==> src/rtl/pc_seq_pkg.sv <==
// ---------------------------------------------------------------------------
// pc_seq_pkg
// Shared types and helpers for the fetch-stage PC sequencer and its branch
// history table.
//   bht_ctr_t  : 2-bit saturating branch counter
//   SNT..ST    : counter encodings; the MSB is the taken prediction
//   PC_STEP    : sequential fetch increment in bytes
//   sat_update : one training step of a 2-bit counter
// ---------------------------------------------------------------------------
package pc_seq_pkg;

    typedef logic [1:0] bht_ctr_t;

    localparam bht_ctr_t SNT = 2'b00;
    localparam bht_ctr_t WNT = 2'b01;
    localparam bht_ctr_t WT  = 2'b10;
    localparam bht_ctr_t ST  = 2'b11;

    localparam int unsigned PC_STEP = 4;

    // Move one step toward taken/not-taken, sticking at either end.
    function automatic bht_ctr_t sat_update(input bht_ctr_t ctr, input logic taken);
        bht_ctr_t res;
        res = ctr;
        if (taken) begin
            if (ctr != ST) res = ctr + 2'd1;
        end else begin
            if (ctr != SNT) res = ctr - 2'd1;
        end
        return res;
    endfunction

endpackage

==> src/rtl/bht_2bit.sv <==
// ---------------------------------------------------------------------------
// bht_2bit
// Direct-mapped table of 2-bit saturating branch counters.
//   clk          : system clock, rising edge
//   i_rst_n      : synchronous active-low reset, all counters to WNT
//   i_rd_idx     : read index (combinational read)
//   o_rd_ctr     : counter at i_rd_idx, value before any same-cycle update
//   i_upd_en     : train the counter at i_upd_idx this cycle
//   i_upd_idx    : update index
//   i_upd_taken  : resolved outcome used for training
// Counters are individual registers rather than RAM: every entry needs a
// reset value and the read must be same-cycle.
// ---------------------------------------------------------------------------
module bht_2bit
    import pc_seq_pkg::*;
#(
    parameter int ENTRIES = 16,
    parameter int IDX_W   = $clog2(ENTRIES)
) (
    input  logic             clk,
    input  logic             i_rst_n,
    input  logic [IDX_W-1:0] i_rd_idx,
    output bht_ctr_t         o_rd_ctr,
    input  logic             i_upd_en,
    input  logic [IDX_W-1:0] i_upd_idx,
    input  logic             i_upd_taken
);

    bht_ctr_t w_ctr_all [ENTRIES];

    genvar gi;
    generate
        for (gi = 0; gi < ENTRIES; gi++) begin : g_ctr
            bht_ctr_t r_ctr;
            logic     w_hit;

            assign w_hit = i_upd_en && (i_upd_idx == IDX_W'(gi));

            always_ff @(posedge clk) begin
                if (!i_rst_n) begin
                    r_ctr <= WNT;
                end else if (w_hit) begin
                    r_ctr <= sat_update(r_ctr, i_upd_taken);
                end
            end

            assign w_ctr_all[gi] = r_ctr;
        end
    endgenerate

    // Reads see the registered value, so a same-cycle update is not
    // visible until the following cycle.
    assign o_rd_ctr = w_ctr_all[i_rd_idx];

endmodule

==> src/rtl/pc_sequencer.sv <==
// ---------------------------------------------------------------------------
// pc_sequencer
// Fetch-stage program counter with next-PC arbitration and a 2-bit BHT.
//   clk, rst_n          : clock, synchronous active-low reset
//   stall_i             : hold PC (overridden by an EX mispredict)
//   jump_en_i/target    : unconditional jump redirect
//   branch_F_i/target   : conditional branch at pc_o and its taken target
//   ex_valid_i, ex_taken_i, ex_pred_i, ex_pc_i, ex_target_i
//                       : branch resolved in EX, used for correction and
//                         BHT training
//   pc_o                : registered fetch PC
//   pred_taken_o        : BHT prediction for pc_o, gated by branch_F_i
//   flush_o             : one-cycle pulse after each mispredict cycle
//   mispredict_cnt_o    : saturating mispredict counter
// Redirect priority: mispredict > stall > predicted-taken > jump > +4.
// ---------------------------------------------------------------------------
module pc_sequencer
    import pc_seq_pkg::*;
#(
    parameter int               WIDTH       = 32,
    parameter int               BHT_ENTRIES = 16,
    parameter logic [WIDTH-1:0] RESET_PC    = WIDTH'(32'h0000_0000)
) (
    input  logic             clk,
    input  logic             rst_n,
    input  logic             stall_i,
    input  logic             jump_en_i,
    input  logic [WIDTH-1:0] jump_target_i,
    input  logic             branch_F_i,
    input  logic [WIDTH-1:0] branch_target_F_i,
    input  logic             ex_valid_i,
    input  logic             ex_taken_i,
    input  logic             ex_pred_i,
    input  logic [WIDTH-1:0] ex_pc_i,
    input  logic [WIDTH-1:0] ex_target_i,
    output logic [WIDTH-1:0] pc_o,
    output logic             pred_taken_o,
    output logic             flush_o,
    output logic [15:0]      mispredict_cnt_o
);

    localparam int IDX_W = $clog2(BHT_ENTRIES);

    logic [WIDTH-1:0] r_pc;
    logic             r_flush;
    logic [15:0]      r_mis_cnt;

    logic [WIDTH-1:0] w_pc_next;
    logic             w_mis;
    logic             w_pred;
    logic [IDX_W-1:0] w_rd_idx;
    logic [IDX_W-1:0] w_upd_idx;
    bht_ctr_t         w_rd_ctr;

    // Word-aligned index: the two byte-offset bits never select an entry.
    assign w_rd_idx  = r_pc[IDX_W+1:2];
    assign w_upd_idx = ex_pc_i[IDX_W+1:2];

    bht_2bit #(
        .ENTRIES (BHT_ENTRIES),
        .IDX_W   (IDX_W)
    ) u_bht (
        .clk         (clk),
        .i_rst_n     (rst_n),
        .i_rd_idx    (w_rd_idx),
        .o_rd_ctr    (w_rd_ctr),
        .i_upd_en    (ex_valid_i),
        .i_upd_idx   (w_upd_idx),
        .i_upd_taken (ex_taken_i)
    );

    assign w_mis  = ex_valid_i && (ex_taken_i != ex_pred_i);
    assign w_pred = branch_F_i && w_rd_ctr[1];

    always_comb begin
        w_pc_next = r_pc + WIDTH'(PC_STEP);
        if (w_mis) begin
            // Correction wins even over stall: the stalled fetch is on the
            // wrong path anyway and is flushed.
            w_pc_next = ex_taken_i ? ex_target_i : (ex_pc_i + WIDTH'(PC_STEP));
        end else if (stall_i) begin
            w_pc_next = r_pc;
        end else if (w_pred) begin
            w_pc_next = branch_target_F_i;
        end else if (jump_en_i) begin
            w_pc_next = jump_target_i;
        end
    end

    always_ff @(posedge clk) begin
        if (!rst_n) begin
            r_pc      <= RESET_PC;
            r_flush   <= 1'b0;
            r_mis_cnt <= '0;
        end else begin
            r_pc    <= w_pc_next;
            r_flush <= w_mis;
            if (w_mis && (r_mis_cnt != 16'hFFFF)) begin
                r_mis_cnt <= r_mis_cnt + 16'd1;
            end
        end
    end

    assign pc_o             = r_pc;
    assign pred_taken_o     = w_pred;
    assign flush_o          = r_flush;
    assign mispredict_cnt_o = r_mis_cnt;

endmodule

==> config.mk <==
export PLATFORM = sky130hd
export DESIGN_NAME = pc_sequencer
export DESIGN_NICKNAME = d
export VERILOG_FILES = /design/src/rtl/pc_seq_pkg.sv /design/src/rtl/bht_2bit.sv /design/src/rtl/pc_sequencer.sv
export SDC_FILE = /design/constraint.sdc
export NUM_CORES = 1
export LEC_CHECK = 0
export ABC_AREA = 1
export CAP_MARGIN = 20
export CORE_ASPECT_RATIO = 1.25
export CORE_MARGIN = 5
export CORE_UTILIZATION = 53
export CTS_CLUSTER_SIZE = 25
export DETAILED_ROUTE_END_ITERATION = 8
export PLACE_DENSITY = 0.95
export SLEW_MARGIN = 30
export SYNTH_ARGS = -nofsm -noshare
export SYNTH_HDL_FRONTEND = slang
export SYNTH_SLANG_ARGS = --single-unit
==> constraint.sdc <==
create_clock -name clk -period 2.5 [get_ports clk]
set_input_delay 0.5 -clock clk [delete_from_list [all_inputs] [get_ports clk]]
set_output_delay 0.5 -clock clk [all_outputs]
set_load 0.02 [all_outputs]
==> impl_metrics.csv <==
group,metric,value,unit
drt,ant_nets,0,
yosys,synth-edff-count,0,
sta,worst_pin_slew,0.407,ns
layout,final_common_cell,"nand2_1",
place,hpwl,20.2,mm
power_and_ir_drop,power,4.21,mW
floorplan,die_y,136,µm
power_and_ir_drop,power.internal,2.76,mW
power_and_ir_drop,p_clk_share,33.6,%
worst_setup_path,cp_slowest_cell,"dfxtp_1",
layout,diodes,0,
place,port_buffers,185,
sta,slew_viol_final,0,
clock_network,clk_pin_slew,0.07,ns
worst_setup_path,cpLargestDelayFamily,"buffers and inverters",
floorplan,boundaryPins,186,
clock_network,root_buffer,"clkbuf_16",
worst_setup_path,slowest_delay,0.49,ns
clock_network,cts_num_sinks,81,
clock_network,clock_latency,0.35,ns
sta,timing.final.crit_share,95.8,%
power_and_ir_drop,seqPwrFrac,35.6,%
clock_network,cts-resized-gates,2,
power_and_ir_drop,comb_power_share,30.8,%
global_routing,grt_pass1_wl,40.4,mm
worst_setup_path,worstSetupPathDepth,10,
layout,fin_nets,1499,
power_and_ir_drop,switching_share,34.5,%
global_routing,overflow,0,
worst_setup_path,cp-end-kind,"output pin",
global_routing,antenna_found_initial,0,
floorplan,die-area,15000,µm²
layout,final_cell_mix,"333 x nand2_1, 184 x clkdlybuf4s50_1, 131 x inv_1, 128 x nand3_1, 123 x nor2_1",
yosys,yosysUniqueCellTypes,42,
clock_network,cts_buffers,9,
worst_setup_path,critPathMostFrequentCell,"nand2_1",
worst_setup_path,r2r_cells,14,
worst_setup_path,critPathKind,"flip-flop to output pin",
sta,fmax,418,MHz
floorplan,core-area,12500,µm²
layout,syn_to_final_growth,37.2,%
clock_network,ctsHoldBuffers,0,
worst_setup_path,cp_num_buf_inv,3,
worst_setup_path,crit_chain,"inv_1 > nand2_1 > nand3_1 > nand3_1 > nand2_1 > nand2_1 > nand2_2 > nand2_4 > inv_2 > dlygate4sd2_1",
sta,min_period,2.39,ns
hold_path,worstHoldPathType,"flip-flop to flip-flop",
power_and_ir_drop,power_density,457,nW/µm²
yosys,yosys_warnings,0,
floorplan,die_x,111,µm
yosys,synthCells,1170,
worst_setup_path,required,2.00,ns
worst_setup_path,worst-path-max-fanout,8,
clock_network,ctsLongestPathBuffers,2,
clock_network,cts_setup_buffers,0,
sta,hold_viol,0,
drt,num_vias,8580,
drt,drt_pass1_iterations,6,
drt,via_per_inst,5.61,
yosys,avgSynthCellArea,5.73,µm²
yosys,synth_fp_nets,1312,
drt,drt_iter0_markers,838,
yosys,async_flop_share,0,%
yosys,synth-seq-cells,81,
run,cap_violations,0,
yosys,syn_area,6710,µm²
worst_setup_path,cp-start-kind,"flip-flop",
power_and_ir_drop,p_sw,1.45,mW
worst_setup_path,arrival,1.89,ns
global_routing,grt_use_total,33.2,%
layout,drive_above_1_share,7.12,%
sta,setup_viol,0,
yosys,synth_flop_cell,"dfxtp_1",
floorplan,num_rows,46,
clock_network,cts_max_level,3,
drt,drc,0,
clock_network,cts_tree,"done",
power_and_ir_drop,power.leakage,3.91,nW
drt,wirelength,25.8,mm
outcome,status,"finished, final reports clean",
power_and_ir_drop,peakVddDrop,0.420,mV
sta,finalClockSkew,0.00719,ns
sta,fin_setup_tns,0,ns
sta,slew_headroom,72.9,%
global_routing,grt_max_degree,45,
floorplan,initial_core_util,53.5,%
sta,rsz0062_at_grt,"false",
yosys,ys_seq_area_share,24.2,%
place,globalplace.congestion,1.05,
drt,routedWlPerCell,16.9,µm
global_routing,grt_pass1_vias,7943,
hold_path,hold_depth,2,
worst_setup_path,r2r_slack,0.30,ns
## cells in the mapped netlist, types with 6 or more instances
| cell | instances | area share [%] |
|---|---|---|
| nand2_2 | 6 | 0.56 |
| nor2_4 | 8 | 1.3 |
| clkbuf_1 | 32 | 1.8 |
| nand3b_1 | 15 | 1.7 |
| buf_4 | 7 | 0.78 |
| xor2_1 | 16 | 2.1 |
| a221o_1 | 10 | 1.5 |
| inv_1 | 132 | 7.4 |
| nor2_1 | 123 | 6.9 |
| o211ai_1 | 15 | 1.7 |
| ha_1 | 6 | 1.1 |
| o21ai_1 | 13 | 0.97 |
| inv_2 | 14 | 0.78 |
| o21ai_0 | 73 | 5.4 |
| nand3_1 | 128 | 9.5 |
| or2_0 | 6 | 0.56 |
| nand2_1 | 333 | 19 |
| xnor2_1 | 9 | 1.2 |
| a21oi_1 | 77 | 5.7 |
| nor3_1 | 16 | 1.2 |
| dfxtp_1 | 81 | 24 |
## cell families (layout without fill, tap and decap cells)
| family | Yosys count | in the layout | synth area share, % |
|---|---|---|---|
| AO/OA/AOI/OAI | 201 | 201 | 16.7 |
| AND/OR/NAND/NOR | 664 | 664 | 43.4 |
| buffers and inverters | 193 | 385 | 11.3 |
| flip-flops | 81 | 81 | 24.2 |
| XOR/XNOR | 25 | 25 | 3.26 |
| adder cells (fa/ha/maj) | 6 | 6 | 1.12 |
## cell type report
| type | instances | area (µm²) |
|---|---|---|
| clock buffers | 10 | 239 |
| clock inverters | 6 | 71.3 |
| fillers | 1091 | 3340 |
| inverters | 147 | 552 |
| multi-input cells | 896 | 4330 |
| flip-flops and latches | 81 | 1620 |
| well taps | 168 | 210 |
| repair buffers | 222 | 2180 |
## tightest hold or removal path, delay by kind of cell (launching register included)
family	cells	cell delay [ns]
AO/OA/AOI/OAI	1	0.05
flip-flops	1	0.32
AND/OR/NAND/NOR	1	0.06
## routing by layer
| metal | track usage (%) | routed length (µm) | vias up |
|---|---|---|---|
| li1 | - | - | 4150 |
| met2 | 59.3 | 12900 | 471 |
| met5 | 0 | 0 | - |
| met3 | 5.54 | 2030 | 99 |
| met1 | 36.9 | 9350 | 3860 |
| met4 | 19.8 | 1550 | 0 |
## per-stage QoR
step / hold slack, ns / setup slack [ns] / cell area (µm²) / cells / utilization, %
4_1_cts: 0.473 / 0.136 / 9200 / 1530 / 73.4
5_1_grt: 0.504 / 0.00517 / 9200 / 1530 / 73.4
3_3_place_gp: 0.457 / 0.0967 / 8890 / 1514 / 70.9
3_5_place_dp: 0.463 / 0.0582 / 8890 / 1514 / 70.9
2_1_floorplan: 0.449 / 0.654 / 6710 / 1170 / -
6_report: 0.472 / 0.106 / 9200 / 1530 / 73.4
## power groups by stage
| stage | clock, mW | combinational (mW) | sequential, mW |
|---|---|---|---|
| floorplan | 0 | 0.601 | 1.54 |
| global placement | 0 | 1.26 | 1.52 |
| detailed placement | 0 | 1.28 | 1.52 |
| CTS | 1.41 | 1.28 | 1.49 |
| global route | 1.48 | 1.40 | 1.50 |
| finish | 1.42 | 1.30 | 1.50 |
## state kept, by name, summed over array words and instances, names as in the netlist
name,flops
flush_o,1
pc_o,32
mispredict_cnt_o,16
u_bht.g_ctr.r_ctr,32
## path summary, 6_finish.rpt
check / start / to
hold / removal: u_bht.g_ctr[11].r_ctr[0] / u_bht.g_ctr[11].r_ctr[1]
setup reg to reg: pc_o[4] / pc_o[27]
hold reg to reg: u_bht.g_ctr[11].r_ctr[0] / u_bht.g_ctr[11].r_ctr[1]
setup / recovery: pc_o[4] / pred_taken_o
No activity file was read; power rests on OpenSTA's default activity.
